$ cat src/rtl/freq_scan_sequencer_if.sv
// Signals between the scan sequencer, the control/register block and the measurement datapath.
// The master side is the register block and datapath; the slave side is the sequencer.
interface freq_scan_sequencer_if;
  logic        start;
  logic        abort;
  logic [23:0] chan_mask;
  logic [15:0] samples_cfg;
  logic [7:0]  settle_cfg;
  logic        done_flag;
  logic [9:0]  average;
  logic        irq_ack;
  logic [4:0]  select_input;
  logic        enable;
  logic        meas_nreset;
  logic [15:0] samples_required;
  logic        res_valid;
  logic [4:0]  res_chan;
  logic [9:0]  res_value;
  logic        res_timeout;
  logic        busy;
  logic        irq;

  modport master (
    output start, abort, chan_mask, samples_cfg, settle_cfg, done_flag, average, irq_ack,
    input  select_input, enable, meas_nreset, samples_required, res_valid, res_chan,
           res_value, res_timeout, busy, irq
  );

  modport slave (
    input  start, abort, chan_mask, samples_cfg, settle_cfg, done_flag, average, irq_ack,
    output select_input, enable, meas_nreset, samples_required, res_valid, res_chan,
           res_value, res_timeout, busy, irq
  );
endinterface

$ cat src/rtl/freq_scan_sequencer.sv
// Walks the latched 24-channel mask; for each enabled channel flushes, settles and measures
// the frequency datapath, then writes one result. All outputs come straight from flops.
module freq_scan_sequencer #(
  parameter int TIMEOUT_CYCLES = 1048576,
  parameter int FLUSH_CYCLES   = 2
) (
  input logic                  Clock,
  input logic                  nReset,
  freq_scan_sequencer_if.slave bus
);

  localparam int TW    = $clog2(TIMEOUT_CYCLES);
  localparam int FW    = $clog2(FLUSH_CYCLES + 1);
  localparam int CW0   = (TW > 8) ? TW : 8;
  localparam int CNT_W = (CW0 > FW) ? CW0 : FW;
  localparam logic [CNT_W-1:0] TO_LAST = CNT_W'(TIMEOUT_CYCLES - 1);
  localparam logic [CNT_W-1:0] FL_LAST = CNT_W'(FLUSH_CYCLES - 1);

  typedef enum logic [2:0] {IDLE, NEXT, FLUSH, SETTLE, MEASURE, STORE, DONE} state_t;

  state_t           state_q, state_d;
  logic [4:0]       chan_q, chan_d;
  logic [CNT_W-1:0] cnt_q, cnt_d;
  logic [23:0]      mask_q, mask_d;
  logic [15:0]      samples_q, samples_d;
  logic [7:0]       settle_q, settle_d;
  logic [4:0]       sel_q, sel_d;
  logic             enable_q, enable_d;
  logic             mnrst_q, mnrst_d;
  logic             rvalid_q, rvalid_d;
  logic [4:0]       rchan_q, rchan_d;
  logic [9:0]       rvalue_q, rvalue_d;
  logic             rto_q, rto_d;
  logic             busy_q, busy_d;
  logic             irq_q, irq_d;
  logic             abort_hit;

  assign abort_hit = (state_q != IDLE) && bus.abort;

  always_ff @(posedge Clock or negedge nReset) begin
    if (!nReset) begin
      state_q   <= IDLE;
      chan_q    <= '0;
      cnt_q     <= '0;
      mask_q    <= '0;
      samples_q <= '0;
      settle_q  <= '0;
      sel_q     <= '0;
      enable_q  <= 1'b0;
      mnrst_q   <= 1'b0;
      rvalid_q  <= 1'b0;
      rchan_q   <= '0;
      rvalue_q  <= '0;
      rto_q     <= 1'b0;
      busy_q    <= 1'b0;
      irq_q     <= 1'b0;
    end else begin
      state_q   <= state_d;
      chan_q    <= chan_d;
      cnt_q     <= cnt_d;
      mask_q    <= mask_d;
      samples_q <= samples_d;
      settle_q  <= settle_d;
      sel_q     <= sel_d;
      enable_q  <= enable_d;
      mnrst_q   <= mnrst_d;
      rvalid_q  <= rvalid_d;
      rchan_q   <= rchan_d;
      rvalue_q  <= rvalue_d;
      rto_q     <= rto_d;
      busy_q    <= busy_d;
      irq_q     <= irq_d;
    end
  end

  always_comb begin
    state_d = state_q;
    unique case (state_q)
      IDLE:    if (bus.start) state_d = NEXT;
      NEXT: begin
        if (chan_q == 5'd24)     state_d = DONE;
        else if (mask_q[chan_q]) state_d = FLUSH;
      end
      FLUSH:   if (cnt_q == FL_LAST) state_d = SETTLE;
      SETTLE:  if (cnt_q == CNT_W'(settle_q)) state_d = MEASURE;
      // done_flag and timeout both lead to STORE; the value choice below gives done_flag priority
      MEASURE: if (bus.done_flag || (cnt_q == TO_LAST)) state_d = STORE;
      STORE:   state_d = NEXT;
      DONE:    state_d = IDLE;
      default: state_d = IDLE;
    endcase
    if (abort_hit) state_d = IDLE;
  end

  always_comb begin
    chan_d    = chan_q;
    cnt_d     = cnt_q;
    mask_d    = mask_q;
    samples_d = samples_q;
    settle_d  = settle_q;
    sel_d     = sel_q;
    rchan_d   = rchan_q;
    rvalue_d  = rvalue_q;
    rto_d     = rto_q;
    irq_d     = irq_q;
    if (bus.irq_ack) irq_d = 1'b0;
    unique case (state_q)
      IDLE: if (bus.start) begin
        mask_d    = bus.chan_mask;
        samples_d = bus.samples_cfg;
        settle_d  = bus.settle_cfg;
        chan_d    = '0;
        irq_d     = 1'b0;
      end
      NEXT: if (chan_q != 5'd24) begin
        if (mask_q[chan_q]) begin
          sel_d = chan_q;
          cnt_d = '0;
        end else begin
          chan_d = chan_q + 5'd1;
        end
      end
      FLUSH:   cnt_d = (cnt_q == FL_LAST) ? '0 : cnt_q + CNT_W'(1);
      SETTLE:  cnt_d = (cnt_q == CNT_W'(settle_q)) ? '0 : cnt_q + CNT_W'(1);
      MEASURE: begin
        cnt_d = cnt_q + CNT_W'(1);
        if (state_d == STORE) begin
          rchan_d  = chan_q;
          rvalue_d = bus.done_flag ? bus.average : 10'h3FF;
          rto_d    = !bus.done_flag;
        end
      end
      STORE:   chan_d = chan_q + 5'd1;
      DONE:    if (!bus.abort) irq_d = 1'b1;
      default: ;
    endcase
    enable_d = (state_d == MEASURE);
    mnrst_d  = (state_d != FLUSH) && !abort_hit;
    rvalid_d = (state_d == STORE);
    busy_d   = (state_d != IDLE);
  end

  assign bus.select_input     = sel_q;
  assign bus.enable           = enable_q;
  assign bus.meas_nreset      = mnrst_q;
  assign bus.samples_required = samples_q;
  assign bus.res_valid        = rvalid_q;
  assign bus.res_chan         = rchan_q;
  assign bus.res_value        = rvalue_q;
  assign bus.res_timeout      = rto_q;
  assign bus.busy             = busy_q;
  assign bus.irq              = irq_q;

endmodule

$ cat src/flat_wrapper.sv
// flat-port wrapper written by rule: the top's interface ports become plain ports
module freq_scan_sequencer_flat 
#(
  parameter int TIMEOUT_CYCLES = 1048576,
  parameter int FLUSH_CYCLES   = 2
)
  (Clock, nReset, bus_start, bus_abort, bus_chan_mask, bus_samples_cfg, bus_settle_cfg, bus_done_flag, bus_average, bus_irq_ack, bus_select_input, bus_enable, bus_meas_nreset, bus_samples_required, bus_res_valid, bus_res_chan, bus_res_value, bus_res_timeout, bus_busy, bus_irq);
  freq_scan_sequencer_if bus_i ();
  input logic Clock;
  input logic nReset;
  input wire logic [$bits(bus_i.start)-1:0] bus_start;
  input wire logic [$bits(bus_i.abort)-1:0] bus_abort;
  input wire logic [$bits(bus_i.chan_mask)-1:0] bus_chan_mask;
  input wire logic [$bits(bus_i.samples_cfg)-1:0] bus_samples_cfg;
  input wire logic [$bits(bus_i.settle_cfg)-1:0] bus_settle_cfg;
  input wire logic [$bits(bus_i.done_flag)-1:0] bus_done_flag;
  input wire logic [$bits(bus_i.average)-1:0] bus_average;
  input wire logic [$bits(bus_i.irq_ack)-1:0] bus_irq_ack;
  output wire logic [$bits(bus_i.select_input)-1:0] bus_select_input;
  output wire logic [$bits(bus_i.enable)-1:0] bus_enable;
  output wire logic [$bits(bus_i.meas_nreset)-1:0] bus_meas_nreset;
  output wire logic [$bits(bus_i.samples_required)-1:0] bus_samples_required;
  output wire logic [$bits(bus_i.res_valid)-1:0] bus_res_valid;
  output wire logic [$bits(bus_i.res_chan)-1:0] bus_res_chan;
  output wire logic [$bits(bus_i.res_value)-1:0] bus_res_value;
  output wire logic [$bits(bus_i.res_timeout)-1:0] bus_res_timeout;
  output wire logic [$bits(bus_i.busy)-1:0] bus_busy;
  output wire logic [$bits(bus_i.irq)-1:0] bus_irq;
  assign bus_i.start = bus_start;
  assign bus_i.abort = bus_abort;
  assign bus_i.chan_mask = bus_chan_mask;
  assign bus_i.samples_cfg = bus_samples_cfg;
  assign bus_i.settle_cfg = bus_settle_cfg;
  assign bus_i.done_flag = bus_done_flag;
  assign bus_i.average = bus_average;
  assign bus_i.irq_ack = bus_irq_ack;
  assign bus_select_input = bus_i.select_input;
  assign bus_enable = bus_i.enable;
  assign bus_meas_nreset = bus_i.meas_nreset;
  assign bus_samples_required = bus_i.samples_required;
  assign bus_res_valid = bus_i.res_valid;
  assign bus_res_chan = bus_i.res_chan;
  assign bus_res_value = bus_i.res_value;
  assign bus_res_timeout = bus_i.res_timeout;
  assign bus_busy = bus_i.busy;
  assign bus_irq = bus_i.irq;
  freq_scan_sequencer #(.TIMEOUT_CYCLES(TIMEOUT_CYCLES), .FLUSH_CYCLES(FLUSH_CYCLES)) u_core (.Clock(Clock), .nReset(nReset), .bus(bus_i));
endmodule
$ cat config.mk
export PLATFORM = sky130hd
export DESIGN_NAME = freq_scan_sequencer_flat
export DESIGN_NICKNAME = d
export VERILOG_FILES = /design/src/rtl/freq_scan_sequencer_if.sv /design/src/rtl/freq_scan_sequencer.sv /design/src/flat_wrapper.sv
export SDC_FILE = /design/constraint.sdc
export NUM_CORES = 1
export LEC_CHECK = 0
export CAP_MARGIN = 10
export CELL_PAD_IN_SITES_DETAIL_PLACEMENT = 2
export CELL_PAD_IN_SITES_GLOBAL_PLACEMENT = 2
export CORE_ASPECT_RATIO = 0.6
export CORE_MARGIN = 2
export CORE_UTILIZATION = 25
export CTS_CLUSTER_DIAMETER = 120
export DETAILED_ROUTE_END_ITERATION = 8
export PLACE_DENSITY_LB_ADDON = 0.3
export SETUP_SLACK_MARGIN = 0.05
export SLEW_MARGIN = 20
export SYNTH_ARGS = -nofsm -noshare
export SYNTH_HDL_FRONTEND = slang
export SYNTH_SLANG_ARGS = --single-unit
$ cat constraint.sdc
create_clock -name Clock -period 3.6 [get_ports Clock]
set_input_delay 0.54 -clock Clock [delete_from_list [all_inputs] [get_ports Clock]]
set_output_delay 0.54 -clock Clock [all_outputs]
set_load 0.005 [all_outputs]
# Yosys cells after proc, flatten, opt, wreduce, memory -nomap -nowiden
# Index checks and enable logic that the tools add are counted.
[word_totals] reg_bits=102 latch_bits=0 ram_bits=0 romBits=0 input_bits=64 out_inout_bits=42 wordCells=75 memories=0
[classes] add_sub_neg=2 mul=0 div_mod_pow=0 magnitude_cmp=1 n_eq_ne=18 n_shift=0 mux=24 bitwise_logic=0 reduce_logical=15
[op_table] op="20-bit 2-to-1 mux" n=4
[op_table] op="20-bit case mux with 4 select lines" n=1
[op_table] op="3-bit 2-to-1 mux" n=7
[op_table] op="20-bit by 1-bit adder with 20-bit output, second input constant" n=1
[op_table] op="20-bit by 1-bit == test with 1-bit output, second input constant" n=1
[op_table] op="20-bit == test, second input constant" n=1
[op_table] op="20-bit by 8-bit == test with 1-bit output" n=1
[op_table] op="3-bit case mux with 6 select lines" n=1
[op_table] op="3-bit == test, second input constant" n=5
[op_table] op="5-bit 2-to-1 mux" n=3
[op_table] op="5-bit case mux with 3 select lines" n=1
[op_table] op="10-bit 2-to-1 mux" n=1
[op_table] op="3-bit nonzero test" n=3
[op_table] op="3-bit by 2-bit == test with 1-bit output, second input constant" n=2
[op_table] op="5-bit by 6-bit < comparator with 1-bit output, second input constant" n=1
[op_table] op="3-bit AND reduction" n=2
[op_table] op="5-bit by 1-bit adder with 5-bit output, second input constant" n=1
[op_table] op="1-bit binary-select mux with 5-bit select" n=1
[op_table] op="5-bit == test, second input constant" n=1
[op_table] op="5-bit != test, second input constant" n=1
[op_table] op="1-bit 2-to-1 mux" n=4
[op_table] op="2-bit by 1-bit != test with 1-bit output, second input constant" n=2
[op_table] op="2-bit != test, second input constant" n=2
[op_table] op="2-bit AND reduction" n=2
[op_table] op="other kinds (9)" n=11

# Logic depth before layout (Yosys ltp)
# Gate-level depths: netlist of the first run.
[logic_depth] depth_word=8 depth_mapped=11 ltp_nobuf=9

# Worst setup path before layout of the first run
# Ideal clock, no wire load.
[synth_path] kind="reg2reg" from="register u_core.cnt_q[0]" to="register u_core.rchan_q[0], in the netlist u_core.bus.res_chan[0]" setup_ns=0.125 arrival_ns=2.377 required_time_ns=3.475 path_slack_ns=1.099 stages_incl_launch_ff=8 n_path_buf=0 synth_period_minus_slack_ns=2.501 cell_sequence="dfrtp_1 > ha_1 > nand3_4 > or4_4 > o211ai_1 > o21ba_2 > a211oi_4 > mux2_2"
[synth_via] elab_chain_len=7 elab_cells_between_ends=11 classes_between="eq/ne (4); mux (5); reduce/logical (2)"
[synth_rtl] element="start, declared" line="freq_scan_sequencer.sv:23" text="logic [CNT_W-1:0] cnt_q, cnt_d;"
[synth_rtl] element="start signal, assigned" line="freq_scan_sequencer.sv:60" text="cnt_q <= cnt_d;"
[synth_rtl] element="20-bit == test" line="freq_scan_sequencer.sv:87" text="MEASURE: if (bus.done_flag || (cnt_q == TO_LAST)) state_d = STORE;"
[synth_rtl] element="1-bit logical OR" line="freq_scan_sequencer.sv:87"
[synth_rtl] element="3-bit 2-to-1 mux" line="freq_scan_sequencer.sv:87"
[synth_rtl] element="3-bit case mux with 6 select lines (*)" line="freq_scan_sequencer.sv:78" text="unique case (state_q)"
[synth_rtl] element="3-bit 2-to-1 mux (*)" line="freq_scan_sequencer.sv:92" text="if (abort_hit) state_d = IDLE;"
[synth_rtl] element="3-bit == test (*)" line="freq_scan_sequencer.sv:127" text="if (state_d == STORE) begin"
[synth_rtl] element="2-bit AND reduction (no line) (*)"
[synth_rtl] element="end signal, assigned" line="freq_scan_sequencer.sv:68" text="rchan_q <= rchan_d;"
[synth_rtl] element="end, declared" line="freq_scan_sequencer.sv:31" text="logic [4:0] rchan_q, rchan_d;"
# Every way passes the cells marked *; elsewhere a longest branch is shown, timed or not.
# A chain may end at the register's enable or synchronous reset.

# Final worst setup path of the first run
[layout_path] from="register u_core.chan_q[0]" to="register u_core.rto_q, in the netlist u_core.bus.res_timeout"
[layout_via] elab_chain_len=8 elab_cells_between_ends=9 classes_between="eq/ne (2); mux (6); reduce/logical (1)"
[layout_rtl] element="start, declared" line="freq_scan_sequencer.sv:22" text="logic [4:0] chan_q, chan_d;"
[layout_rtl] element="start signal, assigned" line="freq_scan_sequencer.sv:59" text="chan_q <= chan_d;"
[layout_rtl] element="1-bit binary-select mux with 5-bit select" line="freq_scan_sequencer.sv:82" text="else if (mask_q[chan_q]) state_d = FLUSH;"
[layout_rtl] element="1-bit 2-to-1 mux (implied by the code)" line="freq_scan_sequencer.sv:82"
[layout_rtl] element="3-bit 2-to-1 mux" line="freq_scan_sequencer.sv:82"
[layout_rtl] element="3-bit 2-to-1 mux (*)" line="freq_scan_sequencer.sv:81" text="if (chan_q == 5'd24) state_d = DONE;"
[layout_rtl] element="3-bit case mux with 6 select lines (*)" line="freq_scan_sequencer.sv:78"
[layout_rtl] element="3-bit 2-to-1 mux (*)" line="freq_scan_sequencer.sv:92"
[layout_rtl] element="3-bit == test (*)" line="freq_scan_sequencer.sv:127"
[layout_rtl] element="2-bit AND reduction (no line) (*)"
[layout_rtl] element="end signal, assigned" line="freq_scan_sequencer.sv:70" text="rto_q <= rto_d;"
[layout_rtl] element="end, declared" line="freq_scan_sequencer.sv:33" text="logic rto_q, rto_d;"
# Every way passes the cells marked *; elsewhere a longest branch is shown, timed or not. The select of a mux whose other input is x is not followed.

==> flow_summary.json, run 1 <==
{
  "status": "completed",
  "cp.arrival_ns": 3.31,
  "max-slew-margin-rel": 0.454,
  "tightest_slew_ns": 0.817,
  "drc": 0,
  "slowest_stage": "dfrtp_1",
  "period_share": 0.844,
  "clk_latency_ns": 0.36,
  "cts_setup_buffers": 0,
  "hpwl_um": 11800,
  "r2r-end": "u_core.bus.res_timeout",
  "initial_utilization": 0.253,
  "antenna_found_initial": 0,
  "synthCells": 518,
  "finalClockSkew_ns": 0.00826,
  "yosysTopAreaCellShare": 0.508,
  "h-tree-depth": 3,
  "cts_tree": "yes",
  "hold_viol": 0,
  "cp_cell_sequence": "mux4_2, nand2b_1, nand3_1, nand4_1, a211oi_4, buf_4, mux2i_1",
  "clock_sinks": 102,
  "dieArea_um2": 21300,
  "syn-cell-area_um2": 5020,
  "grtUsageTotal": 0.164,
  "syn_to_final_growth_pct": 31.3,
  "drtPass1Iterations": 4,
  "via_per_inst": 4.69,
  "vias": 4164,
  "grt_pass1_vias": 4648,
  "grt_pass1_wl_um": 26800,
  "drt-initial-drc-count": 172,
  "rsz0062_at_grt": "false",
  "ctsHoldBuffers": 0,
  "grt_max_degree": 61,
  "netlist_top_cells_count": "nand2_1, dfrtp_1, clkbuf_1",
  "hold_slack_ns": 0.282,
  "slowest_delay_ns": 0.78,
  "p_leak_nw": 3.01,
  "hold_class": "in2async",
  "period_minus_slack_ns": 3.04,
  "synth_top_area_cell": "dfrtp_1",
  "cts_buffer_depth": 2,
  "numCtsBuffers": 9,
  "yosysMostFrequentCell": "nand2_1",
  "place_inst": 872,
  "crit_path_start_kind": "register",
  "layout.cells.non_filler": 887,
  "n_antenna_cell": 0,
  "rrSetupSlack_ns": 0.56,
  "clk_pin_slew_ns": 0.07,
  "fin_tns_setup_ns": 0,
  "synth_edf_count": 0,
  "ir_drop_uv": 265,
  "async_flop_share": 1.00,
  "die_width_um": 187,
  "overflow": 0,
  "synth-seq-area-share": 0.508,
  "fmax_ghz": 0.329,
  "synth_fp_nets": 586,
  "syn_area_per_cell_um2": 9.69,
  "drt_wl_total_um": 16600,
  "yosys_register_bits": 102,
  "portBuffers": 105,
  "gp_congestion": 0.822,
  "drt-wirelength-per-cell_um": 18.7,
  "worst-path-max-fanout": 14,
  "drive_above_1_share": 0.0945,
  "required_ns": 3.87,
  "cts_resized": 0,
  "synth.distinct_cells": 61,
  "drv_slew": 0,
  "end_kind": "register",
  "worst-setup-path-type": "reg2reg",
  "postRouteAntennaNets": 0,
  "die_height_um": 114,
  "nNetsFinal": 678,
  "critPathBufInv": 1,
  "row_count": 40,
  "setup_viol": 0,
  "worst_r2r_path_depth": 7,
  "core_um2": 19900,
  "rr_startpoint": "u_core.chan_q[0]",
  "cts_root_buffer": "clkbuf_16",
  "yosys_warnings": 0,
  "io_pins": 106,
  "synth-main-ff-cell": "dfrtp_1",
  "critical-path-top-delay-family": "multiplexers",
  "synth_area_leaders": "dfrtp_1, nand2_1, mux2_2",
  "power_density_nw_per_um2": 696,
  "maxCapViolCount": 0
}
## registers in the layout, indices dropped and copies added, names as in the netlist
name                         cells
u_core.chan_q                    5
u_core.bus.busy                  1
u_core.mask_q                   24
u_core.settle_q                  8
u_core.bus.irq                   1
u_core.bus.res_valid             1
u_core.bus.meas_nreset           1
u_core.cnt_q                    20
u_core.bus.res_value            10
u_core.bus.res_chan              5
u_core.bus.select_input          5
u_core.bus.samples_required     16
u_core.bus.res_timeout           1
u_core.state_q                   3
u_core.bus.enable                1
## layer usage
metal	wire length, um	share of wire	track usage
met1	8310	0.50	0.233
met2	6790	0.41	0.233
met3	1360	0.082	0.0658
met4	114	0.0069	0.0349
met5	0	0	0
## where the power goes
part | switching (mW) | internal (mW) | total, mW
logic | 0.941 | 0.847 | 1.79
clock network | 0.453 | 0.490 | 0.943
registers | 0.345 | 1.51 | 1.86
total | 1.74 | 2.85 | 4.59
## final cells by class
cell class	instances	area [um^2]
multi-input cells	376	2280
fillers	2186	13300
repair buffers	112	1110
clock inverters	4	31.3
flip-flops and latches	102	2550
inverters	9	33.8
clock buffers	11	243
well taps	273	342
## cell families (layout without fill, tap and decap cells)
logic type                 after synthesis  count (layout)  share of synthesized area
and+or+nand+nor                        274             274                      0.257
xor gates and xnor gates                10              10                     0.0174
AOI/OAI and AO/OA                       62              62                      0.105
DFF                                    102             102                      0.508
adders and majority gates                4               4                    0.00997
muxes                                   26              26                     0.0620
buffers and inverters                   40             136                     0.0401
## through the flow
stage	worst slack [ns]	power [mW]	util	cell area (um^2)
after floorplan	1.10	2.79	-	5020
after global placement	0.675	3.58	0.318	6320
after detailed placement	0.528	3.68	0.318	6320
after CTS	0.515	4.68	0.332	6590
after global routing	0.266	4.95	0.332	6590
final	0.563	4.59	0.332	6590
## cell usage in the layout (no fill, tap or decap), types with 11 or more instances in the layout
cell | netlist | layout
nand2_1 | 165 | 165
nor2_1 | 18 | 18
mux2i_1 | 12 | 12
nand3b_1 | 13 | 13
a221o_1 | 12 | 12
clkdlybuf4s50_1 | 0 | 104
nand3_1 | 19 | 19
mux2_2 | 11 | 11
dfrtp_1 | 102 | 102
## how the worst max path moves through the flow
| stage | startpoint | end | slack, ns | cells past startpoint |
|---|---|---|---|---|
| after floorplan | u_core.cnt_q[0] | u_core.bus.res_chan[0] | 1.10 | 7 |
| after global placement | u_core.chan_q[0] | u_core.bus.res_timeout | 0.67 | 6 |
| after detailed placement | u_core.chan_q[0] | u_core.bus.res_timeout | 0.53 | 6 |
| after CTS | u_core.chan_q[0] | u_core.bus.res_timeout | 0.51 | 7 |
| after global routing | u_core.chan_q[0] | u_core.bus.res_timeout | 0.27 | 7 |
| final | u_core.chan_q[0] | u_core.bus.res_timeout | 0.56 | 7 |
No activity file was read; power rests on OpenSTA's default activity.
==> run 2, diff against run 1 <==
==> constraint.sdc (replaced) <==
create_clock -name Clock -period 3 [get_ports Clock]
set_input_delay 0.45 -clock Clock [delete_from_list [all_inputs] [get_ports Clock]]
set_output_delay 0.45 -clock Clock [all_outputs]
set_load 0.005 [all_outputs]
==> flow_summary.json, run 2 (same netlist as run 1, synthesis figures left out) <==
{
  "power_density_nw_per_um2": 841,
  "cts_tree": "yes",
  "largest_reg_flops": 24,
  "drive_above_1_share": 0.108,
  "core_um2": 19900,
  "grtUsageTotal": 0.159,
  "numCtsBuffers": 9,
  "cts_root_buffer": "clkbuf_16",
  "maxCapViolCount": 0,
  "portBuffers": 105,
  "final_cell_mix": "nand2_1, clkdlybuf4s50_1, dfrtp_1, nand3_1, nor2_1",
  "cp.arrival_ns": 2.99,
  "n_antenna_cell": 0,
  "cp_cell_sequence": "ha_1, nand3_4, or4_4, o211ai_1, o21ba_2, a211oi_4, buf_4, mux2i_1",
  "row_count": 40,
  "fin_tns_setup_ns": 0,
  "dieArea_um2": 21300,
  "worst-path-max-fanout": 12,
  "slowest_delay_ns": 0.60,
  "status": "completed",
  "vias": 4209,
  "nNetsFinal": 684,
  "end_kind": "register",
  "overflow": 0,
  "final_common_cell": "nand2_1",
  "via_per_inst": 4.71,
  "worst_r2r_path_depth": 8,
  "combinationalPowerShare": 0.391,
  "final-seq-area_um2": 2550,
  "drc": 0,
  "postRouteAntennaNets": 0,
  "critical-path-top-delay-family": "simple AND/OR/NAND/NOR gates",
  "fmax_ghz": 0.370,
  "crit_path_start_kind": "register",
  "p_leak_nw": 3.04,
  "h-tree-depth": 3,
  "multi_input_area_um2": 2280,
  "slowest_stage": "or4_4",
  "hold_class": "in2async",
  "grt_max_degree": 58,
  "top_register": "u_core.mask_q",
  "drt_wl_total_um": 16200,
  "required_ns": 3.29,
  "rrSetupSlack_ns": 0.30,
  "grt_pass1_wl_um": 26400,
  "hold_viol": 0,
  "fin_ws_ns": 0.297,
  "fillerInstances": 2181,
  "seqPwrFrac": 0.394,
  "grt_pass1_vias": 4748,
  "syn_to_final_growth_pct": 33.1,
  "drt-initial-drc-count": 161,
  "r2r-end": "u_core.bus.res_timeout",
  "die_height_um": 114,
  "p_switching_mw": 2.09,
  "initial_utilization": 0.253,
  "period_minus_slack_ns": 2.70,
  "gp_congestion": 0.807,
  "switching_share": 0.373,
  "die_width_um": 187,
  "finalClockSkew_ns": 0.00761,
  "critPathBufInv": 1,
  "antenna_found_initial": 0,
  "setup_viol": 0,
  "hpwl_um": 11600,
  "rr_startpoint": "u_core.cnt_q[0]",
  "clock_sinks": 102,
  "place_ws_ns": 0.177,
  "ir_drop_uv": 357,
  "critPathLaunch": "u_core.cnt_q[0]",
  "clk_pin_slew_ns": 0.07,
  "cts_resized": 0,
  "drv_slew": 0,
  "pwr-share-clk": 0.215,
  "tightest_slew_ns": 0.782,
  "drt-wirelength-per-cell_um": 18.1,
  "cts_setup_buffers": 0,
  "period_share": 0.901,
  "worst-setup-path-type": "reg2reg",
  "p_int_mw": 3.52,
  "max-slew-margin-rel": 0.478,
  "rsz0062_at_grt": "false",
  "cts_buffer_depth": 2,
  "drtPass1Iterations": 5,
  "clk_latency_ns": 0.36,
  "io_pins": 106,
  "ctsHoldBuffers": 0
}
-- run 2: through the flow --
stage	hold WS, ns	cells	cell area [um^2]	power [mW]	utilization
floorplan	0.154	518	5020	3.35	-
global placement	0.457	878	6380	4.35	0.321
detailed placement	0.466	878	6380	4.44	0.321
CTS	0.187	893	6670	5.70	0.336
global route	0.214	893	6680	6.05	0.336
finish	0.158	893	6680	5.62	0.336
-- run 2: how the worst max path moves through the flow --
stage	end	slack (ns)	cells past startpoint
final	u_core.bus.res_timeout	0.30	8
after global routing	u_core.bus.res_timeout	0.07	8
after CTS	u_core.bus.res_timeout	0.17	6
after detailed placement	u_core.bus.res_timeout	0.18	6
after global placement	u_core.bus.res_timeout	0.23	8
after floorplan	u_core.bus.res_chan[0]	0.50	7
-- run 2: area by class of cell --
type / instances / area share
clock buffers: 9 / 0.0337
repair buffers: 118 / 0.175
well taps: 273 / 0.0511
multi-input cells: 376 / 0.342
inverters: 9 / 0.00506
flip-flops and latches: 102 / 0.382
clock inverters: 6 / 0.0107
-- run 2: power by group through the flow --
stage	registers (mW)	clock network (mW)	logic [mW]
finish	2.21	1.21	2.20
global route	2.29	1.31	2.46
CTS	2.22	1.25	2.23
detailed placement	2.23	0	2.21
global placement	2.22	0	2.13
floorplan	2.07	0	1.28
-- run 2: layer usage --
| metal | GRT usage | routed length, um |
|---|---|---|
| met5 | 0 | 0 |
| met4 | 0.0392 | 216 |
| met3 | 0.0686 | 1380 |
| met2 | 0.227 | 6420 |
| met1 | 0.221 | 8160 |
-- run 2: worst reg2reg max path, delay by kind of cell, from the launching register on --
family,cells,cell delay (ns)
and+or+nand+nor,2,0.71
AOI/OAI and AO/OA,3,0.70
DFF,1,0.48
adders and majority gates,1,0.28
buffers and inverters,1,0.27
muxes,1,0.19
